**src/rtl/load_store_unit_pkg.sv**
```systemverilog
// rtl/load_store_unit_pkg.sv - shared encodings and helpers for the load/store unit
package load_store_unit_pkg;

   localparam logic [1:0] SZ_BYTE = 2'b00;
   localparam logic [1:0] SZ_HALF = 2'b01;
   localparam logic [1:0] SZ_WORD = 2'b10;

   localparam logic [2:0] LD_W   = 3'b000;
   localparam logic [2:0] LD_LB  = 3'b001;
   localparam logic [2:0] LD_LBU = 3'b010;
   localparam logic [2:0] LD_LH  = 3'b011;
   localparam logic [2:0] LD_LHU = 3'b100;

   typedef enum logic [1:0] {
      ST_IDLE = 2'b00,
      ST_BUSY = 2'b01,
      ST_DONE = 2'b10
   } lsu_state_t;

   // Reserved size 2'b11 is handled as a word everywhere.
   function automatic logic is_aligned(input logic [1:0] size, input logic [1:0] offset);
      case (size)
         SZ_BYTE: return 1'b1;
         SZ_HALF: return ~offset[0];
         default: return (offset == 2'b00);
      endcase
   endfunction

endpackage

```
**src/rtl/lsu_lane_align.sv**
```systemverilog
// rtl/lsu_lane_align.sv - byte-enable/lane replication for stores and lane extract plus extension for loads
module lsu_lane_align
   import load_store_unit_pkg::*;
(
   input  logic [1:0]  size,
   input  logic [1:0]  offset,
   input  logic [2:0]  ctrl,
   input  logic [31:0] wdata,
   input  logic [31:0] rdata,
   output logic [3:0]  be,
   output logic [31:0] lanes,
   output logic [31:0] load
);

   logic [7:0]  sel_byte;
   logic [15:0] sel_half;

   always_comb begin
      be    = 4'b1111;
      lanes = wdata;
      case (size)
         SZ_BYTE: begin
            be    = 4'b0001 << offset;
            lanes = {4{wdata[7:0]}};
         end
         SZ_HALF: begin
            be    = 4'b0011 << {offset[1], 1'b0};
            lanes = {2{wdata[15:0]}};
         end
         default: ;
      endcase
   end

   assign sel_byte = rdata[{offset, 3'b000} +: 8];
   assign sel_half = rdata[{offset[1], 4'b0000} +: 16];

   always_comb begin
      load = rdata;
      case (ctrl)
         LD_LB:   load = {{24{sel_byte[7]}}, sel_byte};
         LD_LBU:  load = {24'h000000, sel_byte};
         LD_LH:   load = {{16{sel_half[15]}}, sel_half};
         LD_LHU:  load = {16'h0000, sel_half};
         default: load = rdata;
      endcase
   end

endmodule

```
**src/rtl/load_store_unit.sv**
```systemverilog
// rtl/load_store_unit.sv - turns one load/store into a byte-enabled req/ack bus access, stalling the PC meanwhile
module load_store_unit
   import load_store_unit_pkg::*;
#(
   parameter int TIMEOUT_CYCLES = 16
)
(
   input  logic        clk,
   input  logic        reset,
   input  logic        mem_read,
   input  logic        MemWrite,
   input  logic [1:0]  operation_byte_size,
   input  logic [2:0]  MemResultCtr,
   input  logic [31:0] addr,
   input  logic [31:0] wdata,
   output logic        stall,
   output logic [31:0] load_data,
   output logic        misaligned,
   output logic        bus_error,
   output logic        bus_req,
   output logic        bus_we,
   output logic [31:0] bus_addr,
   output logic [3:0]  bus_be,
   output logic [31:0] bus_wdata,
   input  logic        bus_ack,
   input  logic [31:0] bus_rdata
);

   localparam int CW = $clog2(TIMEOUT_CYCLES);
   localparam logic [CW-1:0] CNT_LAST = CW'(TIMEOUT_CYCLES - 1);

   lsu_state_t state, state_next;

   logic [31:0]   addr_q;
   logic [31:0]   wdata_q;
   logic [31:0]   rdata_q;
   logic [1:0]    size_q;
   logic [2:0]    ctrl_q;
   logic          we_q;
   logic          err_q;
   logic [CW-1:0] cnt;

   logic          access;
   logic          aligned;
   logic [3:0]    be_int;
   logic [31:0]   lanes_int;
   logic [31:0]   load_int;

   assign access  = mem_read | MemWrite;
   assign aligned = is_aligned(operation_byte_size, addr[1:0]);

   // Reset is folded in so a held access cannot raise stall/misaligned while in reset.
   always_comb begin
      state_next = state;
      stall      = 1'b0;
      misaligned = 1'b0;
      bus_req    = 1'b0;
      bus_error  = 1'b0;
      case (state)
         ST_IDLE: begin
            if (access && !reset) begin
               if (aligned) begin
                  stall      = 1'b1;
                  state_next = ST_BUSY;
               end else begin
                  misaligned = 1'b1;
               end
            end
         end
         ST_BUSY: begin
            stall   = 1'b1;
            bus_req = 1'b1;
            if (bus_ack || cnt == CNT_LAST)
               state_next = ST_DONE;
         end
         ST_DONE: begin
            bus_error  = err_q;
            state_next = ST_IDLE;
         end
         default: state_next = ST_IDLE;
      endcase
   end

   always_ff @(posedge clk or posedge reset) begin
      if (reset) begin
         state   <= ST_IDLE;
         addr_q  <= '0;
         wdata_q <= '0;
         rdata_q <= '0;
         size_q  <= '0;
         ctrl_q  <= '0;
         we_q    <= 1'b0;
         err_q   <= 1'b0;
         cnt     <= '0;
      end else begin
         state <= state_next;
         case (state)
            ST_IDLE: begin
               if (state_next == ST_BUSY) begin
                  addr_q  <= addr;
                  wdata_q <= wdata;
                  size_q  <= operation_byte_size;
                  ctrl_q  <= MemResultCtr;
                  we_q    <= MemWrite;
                  err_q   <= 1'b0;
                  cnt     <= '0;
               end
            end
            ST_BUSY: begin
               cnt <= cnt + CW'(1);
               // An ack on the last allowed cycle still wins over the timeout.
               if (bus_ack)
                  rdata_q <= bus_rdata;
               else if (cnt == CNT_LAST)
                  err_q <= 1'b1;
            end
            default: ;
         endcase
      end
   end

   lsu_lane_align u_align (
      .size   (size_q),
      .offset (addr_q[1:0]),
      .ctrl   (ctrl_q),
      .wdata  (wdata_q),
      .rdata  (rdata_q),
      .be     (be_int),
      .lanes  (lanes_int),
      .load   (load_int)
   );

   assign bus_addr  = {addr_q[31:2], 2'b00};
   assign bus_we    = (state == ST_BUSY) & we_q;
   assign bus_be    = (state == ST_BUSY) ? be_int : 4'b0000;
   assign bus_wdata = lanes_int;
   assign load_data = (state == ST_DONE && !err_q) ? load_int : 32'h0;

endmodule

```
**config.mk**
```make
export PLATFORM = sky130hd
export DESIGN_NAME = load_store_unit
export DESIGN_NICKNAME = d
export VERILOG_FILES = /design/src/rtl/load_store_unit_pkg.sv /design/src/rtl/lsu_lane_align.sv /design/src/rtl/load_store_unit.sv
export SDC_FILE = /design/constraint.sdc
export NUM_CORES = 1
export LEC_CHECK = 0
export BUFFER_PORTS_ARGS = -buffer_cell sky130_fd_sc_hd__buf_4
export CORE_AREA = 8 8 126 128
export DETAILED_ROUTE_END_ITERATION = 7
export DIE_AREA = 0 0 134 136
export MAX_ROUTING_LAYER = met4
export PLACE_DENSITY = 0.72
export SYNTH_ARGS = -nofsm -noshare
export SYNTH_HDL_FRONTEND = slang
export SYNTH_HIERARCHICAL = 1
export SYNTH_SLANG_ARGS = --single-unit
```
**constraint.sdc**
```tcl
create_clock -name clk -period 5.3 [get_ports clk]
set_clock_uncertainty 0.2 [all_clocks]
set_input_delay 1.06 -clock clk [delete_from_list [all_inputs] [get_ports clk]]
set_output_delay 1.06 -clock clk [all_outputs]
set_load 0.02 [all_outputs]
```
==> results of run 1 <==
[final cells by class]
cell class / instances / area (sq um) / share of cell area
Clock buffer: 9 / 225 / 0.0292
Clock inverter: 7 / 83.8 / 0.0109
Inverter: 3 / 16.3 / 0.00211
Multi-Input combinational cell: 304 / 2830 / 0.368
Sequential cell: 109 / 2730 / 0.354
Tap cell: 184 / 230 / 0.0299
Timing Repair Buffer: 212 / 1590 / 0.206
[per-stage QoR]
stage | hold slack (ns) | total power [mW]
after floorplan | 0.273 | 2.80
after global placement | 0.285 | 3.29
after detailed placement | 0.292 | 3.33
after CTS | 0.309 | 4.05
after global routing | 0.322 | 4.25
final | 0.307 | 4.02
[critical path: cells and delay by family (launching register included)]
kind,cells,cell delay (ns)
flip-flops,1,0.55
AND/OR/NAND/NOR,2,0.62
AO/OA/AOI/OAI,1,0.25
buffers and inverters,1,0.14
XOR/XNOR,1,0.97
[worst max path at each step]
stage                            end  slack, ns  cells past startpoint
2_1_floorplan  addr_q[0]$_DFFE_PP0P_       1.17                      1
3_3_place_gp           load_data[31]       1.64                      5
3_5_place_dp           load_data[31]       1.59                      5
4_1_cts                load_data[31]       1.20                      5
5_1_grt                load_data[31]       0.96                      5
6_report               load_data[31]       1.16                      5
[power breakdown]
group          internal [mW]  switching, mW
combinational          0.988          0.856
sequential              1.13          0.334
clock                  0.374          0.330
[cell usage in the layout (no fill, tap or decap), drive strengths merged, types with 4 or more instances in the layout]
master	instances
and2	38
mux2	118
buf	212
nor3	4
clkbuf	9
o21ai	18
nor2	11
mux2i	8
nand2	17
a221o	17
a32oi	7
nor2b	8
dfrtp	109
a21o	19
inv	5
mux4	8
[per-layer routing]
metal / part of all wire / track usage
met1: 0.41 / 0.212
met2: 0.48 / 0.291
met3: 0.095 / 0.0735
met4: 0.012 / 0.0549
met5: 0 / -
[flip-flops by register name, summed over array words and instances, names as in the netlist, 2 cells and up]
register / cells
addr_q: 32
rdata_q: 32
wdata_q: 32
cnt: 4
ctrl_q: 3
size_q: 2
state: 2
[cells by family after synthesis]
| logic type | Yosys count | synth area share |
|---|---|---|
| other | 1 | 0.000615 |
| buffers and inverters | 74 | 0.0891 |
| adder cells (fa/ha/maj) | 1 | 0.00205 |
| flip-flops | 109 | 0.448 |
| AND/OR/NAND/NOR | 90 | 0.0858 |
| multiplexers | 134 | 0.274 |
| AO/OA/AOI/OAI | 74 | 0.0963 |
| XOR/XNOR | 3 | 0.00431 |
==> impl_metrics.py, run 1 <==
metrics = {
    "outcome": {
        "run_status": "finished, final reports clean",
    },
    "logic_synthesis": {
        "avgSynthCellArea_sq_um": 12.5,
        "synth_area_sq_mm": 0.00609,
        "synth_top_area_frac": 0.448,
        "netlist_instances": 486,
        "synth_area_leaders": "dfrtp_1, mux2_2, buf_4",
        "synth.most_common_cell": "dfrtp_1",
        "synth_edf_count": 0,
        "synth_seq_cells": 109,
        "synthTopCellsByCount": "dfrtp_1, mux2_2, buf_4",
        "seq_area_frac_synth": 0.448,
        "ys_types": 51,
        "synth_warnings": 6,
        "synth_largest_area_cell": "dfrtp_1",
        "synthArstFlopShare": 1.00,
        "synthFlopType": "dfrtp_1",
    },
    "grt": {
        "grt_pass1_wl_mm": 25.5,
        "antenna_found_initial": 0,
        "grt_use_total": 0.184,
        "overflow": 0,
        "grt_max_degree": 78,
        "grt_pass1_vias": 4786,
    },
    "flow_run": {
        "drv_cap": 0,
    },
    "final_layout": {
        "num_antenna_cells": 0,
        "fin_cells": 828,
        "area_growth_pct": 26.5,
        "drive_gt1_frac": 0.568,
        "fillers": 1241,
        "finish.utilization": 0.549,
        "finalInstanceArea_sq_mm": 0.00771,
        "fin_nets": 746,
    },
    "placed_design": {
        "place_inst": 812,
        "hpwl_mm": 12.1,
        "globalplace.congestion": 0.831,
        "placed_area_sq_mm": 0.00740,
        "port_buffers": 208,
        "post-place-ws_ns": 1.59,
    },
    "clock_network": {
        "clock_latency_ns": 0.35,
        "cts_hold_buf": 0,
        "htreeDepth": 3,
        "cts_resized": 0,
        "cts-root-buf": "clkbuf_16",
        "postCtsSetupBuffers": 0,
        "clk_pin_slew_ns": 0.07,
        "cts_tree": "built",
        "cts_num_sinks": 109,
        "numCtsBuffers": 9,
        "cts_buffer_depth": 2,
    },
    "floorplanning": {
        "die_width_um": 134,
        "die_y_um": 136,
        "die-area_sq_mm": 0.0182,
        "coreArea_sq_mm": 0.0140,
        "start_util": 0.434,
        "io_pins": 211,
        "rows": 44,
    },
    "worst_hold_path": {
        "holdCritStartpoint": "wdata_q[18]$_DFFE_PP0P_",
        "holdPathStages": 1,
        "hold_path.class": "reg2reg",
        "worst_hold_path.endpoint": "wdata_q[18]$_DFFE_PP0P_",
    },
    "sta": {
        "worstMarginPinSlew_ns": 1.19,
        "hold_violations": 0,
        "setup_viol": 0,
        "worst_slack_ns": 1.16,
        "max_freq_mhz": 242,
        "setup_tns_ns": 0,
        "period_minus_slack_ns": 4.14,
        "max_slew_margin": 0.205,
        "period_share": 0.780,
        "drv_slew": 0,
        "grt_setup_unrepaired": "no",
    },
    "critical_path": {
        "critPathSlowestCell": "xor2_1",
        "path_cells": "nor2_2, xor2_1, a21o_1, and2_1, buf_4",
        "crit_path_max_incr_delay_ns": 0.97,
        "critPathMaxFanout": 16,
        "required_ns": 4.04,
        "cp.arrival_ns": 2.88,
        "r2r-end": "wdata_q[10]$_DFFE_PP0P_",
        "critPathCaptureType": "output pin",
        "path_class": "reg2out",
        "r2r_start": "state[1]$_DFF_PP0_",
        "cp-start-kind": "register",
        "r2r_slack_ns": 2.65,
        "rr_worst_depth": 5,
        "worstSetupStartpoint": "ctrl_q[0]$_DFFE_PP0P_",
    },
    "power_and_ir_drop": {
        "power_density_mw_per_mm2": 521,
        "ir_worst_vdd_mv": 0.296,
        "leakage_nw": 3.70,
    },
    "drt": {
        "wl_per_cell_um": 19.6,
        "dr.pass1.iters": 4,
        "drc": 0,
        "vias_per_cell": 5.25,
        "vias": 4344,
        "routed_wl_mm": 16.2,
        "first_iter_violations": 291,
        "ant_nets": 0,
    },
}
Power figures use the tool's default switching activity.
==> run 2, diff against run 1 <==
Settings changed: ABC_AREA set to 1, CORE_AREA 8 8 126 128 to 8 8 128 130, DIE_AREA 0 0 134 136 to 0 0 136 138, PLACE_DENSITY 0.72 to 0.75.
Clock period 5.3 ns to 3.75 ns, I/O delays scaled along.
==> impl_metrics.py, run 2 <==
metrics = {
    "placed_design": {
        "port_buffers": 208,
        "globalplace.congestion": 0.920,
        "hpwl_mm": 14.0,
        "place_inst": 1233,
    },
    "clock_network": {
        "htreeDepth": 3,
        "cts_num_sinks": 109,
        "cts-root-buf": "clkbuf_16",
        "cts_buffer_depth": 2,
        "postCtsSetupBuffers": 0,
        "clock_latency_ns": 0.36,
        "cts_tree": "built",
        "cts_hold_buf": 0,
        "clk_pin_slew_ns": 0.07,
        "numCtsBuffers": 9,
        "cts_resized": 0,
    },
    "sta": {
        "hold_violations": 0,
        "drv_slew": 0,
        "setup_tns_ns": 0,
        "grt_setup_unrepaired": "no",
        "max_slew_margin": 0.276,
        "period_minus_slack_ns": 3.47,
        "worstMarginPinSlew_ns": 1.08,
        "max_freq_mhz": 288,
        "period_share": 0.926,
        "setup_viol": 0,
    },
    "floorplanning": {
        "io_pins": 211,
        "start_util": 0.445,
        "die_y_um": 138,
        "die_width_um": 136,
        "coreArea_sq_mm": 0.0143,
        "die-area_sq_mm": 0.0188,
        "rows": 44,
    },
    "critical_path": {
        "critPathSlowestCell": "dfrtp_1",
        "crit_path_max_incr_delay_ns": 0.84,
        "crit_top_cell": "nand2_1",
        "path_class": "reg2out",
        "crit_buf_inv": 3,
        "cp_top_family": "flip-flops",
        "r2r_slack_ns": 1.43,
        "rr_worst_depth": 5,
        "critPathMaxFanout": 24,
        "cp.arrival_ns": 2.52,
        "path_cells": "inv_4, nand2_1, nand2_1, nand2_1, nand2_1, nand2_2, nand3_1, inv_1, nor2_1, buf_4",
        "cp-start-kind": "register",
        "required_ns": 2.80,
        "cp_num_cells": 10,
        "r2r-end": "rdata_q[13]$_DFFE_PP0P_",
        "critPathCaptureType": "output pin",
        "r2r_start": "state[1]$_DFF_PP0_",
    },
    "drt": {
        "first_iter_violations": 651,
        "ant_nets": 0,
        "wl_per_cell_um": 15.7,
        "dr.pass1.iters": 5,
        "vias_per_cell": 5.03,
        "vias": 6279,
        "drc": 0,
        "routed_wl_mm": 19.6,
    },
    "final_layout": {
        "finish.utilization": 0.555,
        "ff_latch_area_sq_mm": 0.00273,
        "fillers": 1430,
        "drive_gt1_frac": 0.245,
        "fin_cells": 1249,
        "layout_common_cells": "nand2_1, buf_4, nand3_1",
        "area_growth_pct": 24.8,
        "fin_nets": 1167,
        "multi_input_area_sq_mm": 0.00283,
        "num_antenna_cells": 0,
        "top_regs": "addr_q (32), rdata_q (32), wdata_q (32)",
        "final_common_cell": "nand2_1",
    },
    "worst_hold_path": {
        "hold_path.class": "reg2reg",
        "worst_hold_path.endpoint": "wdata_q[15]$_DFFE_PP0P_",
        "holdPathStages": 2,
        "holdCritStartpoint": "wdata_q[15]$_DFFE_PP0P_",
    },
    "logic_synthesis": {
        "synth_area_leaders": "dfrtp_1, nand2_1, nand3_1",
        "synthFlopType": "dfrtp_1",
        "synthTopCellsByCount": "nand2_1, nand3_1, dfrtp_1",
        "synth_warnings": 6,
        "synth_area_sq_mm": 0.00636,
        "avgSynthCellArea_sq_um": 6.87,
        "synth_seq_cells": 109,
        "ys_types": 28,
        "synthArstFlopShare": 1.00,
        "synth.most_common_cell": "nand2_1",
        "netlist_instances": 926,
        "synth_top_area_frac": 0.429,
        "synth_largest_area_cell": "dfrtp_1",
        "seq_area_frac_synth": 0.429,
        "synth_edf_count": 0,
    },
    "power_and_ir_drop": {
        "power_mw": 5.53,
        "leakage_nw": 4.55,
        "power_density_mw_per_mm2": 696,
        "ir_worst_vdd_mv": 0.401,
    },
    "grt": {
        "grt_pass1_wl_mm": 31.5,
        "grt_use_total": 0.215,
        "grt_use_met2": 0.317,
        "grt_pass1_vias": 6002,
        "antenna_found_initial": 0,
        "overflow": 0,
        "use_met1": 0.279,
        "busiest_layer": "met2",
        "use_met3": 0.0630,
        "grt_max_degree": 80,
    },
    "outcome": {
        "run_status": "finished, final reports clean",
    },
    "flow_run": {
        "drv_cap": 0,
    },
}
run 2: cell count changes in the layout (fill, tap and decap cells not counted), sizes merged, moves of 8 or more:
cell	previous run	this run
inv	5	58
mux4	8	0
a221o	17	0
and2	38	0
or2	1	17
nor2	11	46
mux2i	8	0
a21o	19	0
nand3	2	152
nand2	17	421
nor2b	8	0
mux2	118	0
run 2: worst max-delay path by stage:
stage	startpoint	to
floorplan	reset	stall
global placement	addr_q[0]$_DFFE_PP0P_	load_data[11]
detailed placement	addr_q[0]$_DFFE_PP0P_	load_data[11]
CTS	addr_q[0]$_DFFE_PP0P_	load_data[11]
global route	addr_q[0]$_DFFE_PP0P_	load_data[20]
finish	addr_q[0]$_DFFE_PP0P_	load_data[11]
run 2: power breakdown:
part	internal (mW)	switching, mW	total [mW]	leakage [nW]
Sequential	1.57	0.446	2.02	1.36
Combinational	0.976	1.56	2.53	3.04
Clock	0.522	0.458	0.979	0.143
Total	3.07	2.46	5.53	4.55
run 2: stage by stage:
stage | setup slack [ns] | cell area [sq um] | hold slack (ns)
floorplan | -0.280 | 6390 | 0.242
global placement | 0.681 | 7640 | 0.255
detailed placement | 0.687 | 7640 | 0.259
CTS | 0.307 | 7940 | 0.277
global route | 0.0171 | 7940 | 0.295
finish | 0.279 | 7940 | 0.274
run 2: routing by layer:
| layer | up-vias | wire length, um |
|---|---|---|
| met3 | 25 | 1960 |
| met5 | - | 0 |
| li1 | 3098 | - |
| met2 | 279 | 8980 |
| met4 | 0 | 325 |
| met1 | 2877 | 8380 |
run 2: logic make-up after synthesis:
logic type                 Yosys count  share of synthesized area
and+or+nand+nor                    640                      0.420
buffers and inverters              154                      0.130
DFF                                109                      0.429
AOI/OAI and AO/OA                   21                     0.0189
adders and majority gates            1                    0.00197
other                                1                   0.000589
run 2: worst register-to-register path, delay by kind of cell, from the launching register on:
| kind | cells | cell delay [ns] |
|---|---|---|
| simple gates | 4 | 1.22 |
| buf+inv | 1 | 0.37 |
| flops | 1 | 0.42 |
run 2: final cells by class:
cell class              instances  share of cell area
clock buffers                   9              0.0284
clock inverters                 7             0.00945
inverters                      59              0.0287
multi-input cells             664               0.356
flip-flops and latches        109               0.343
well taps                     184              0.0290
repair buffers                217               0.205
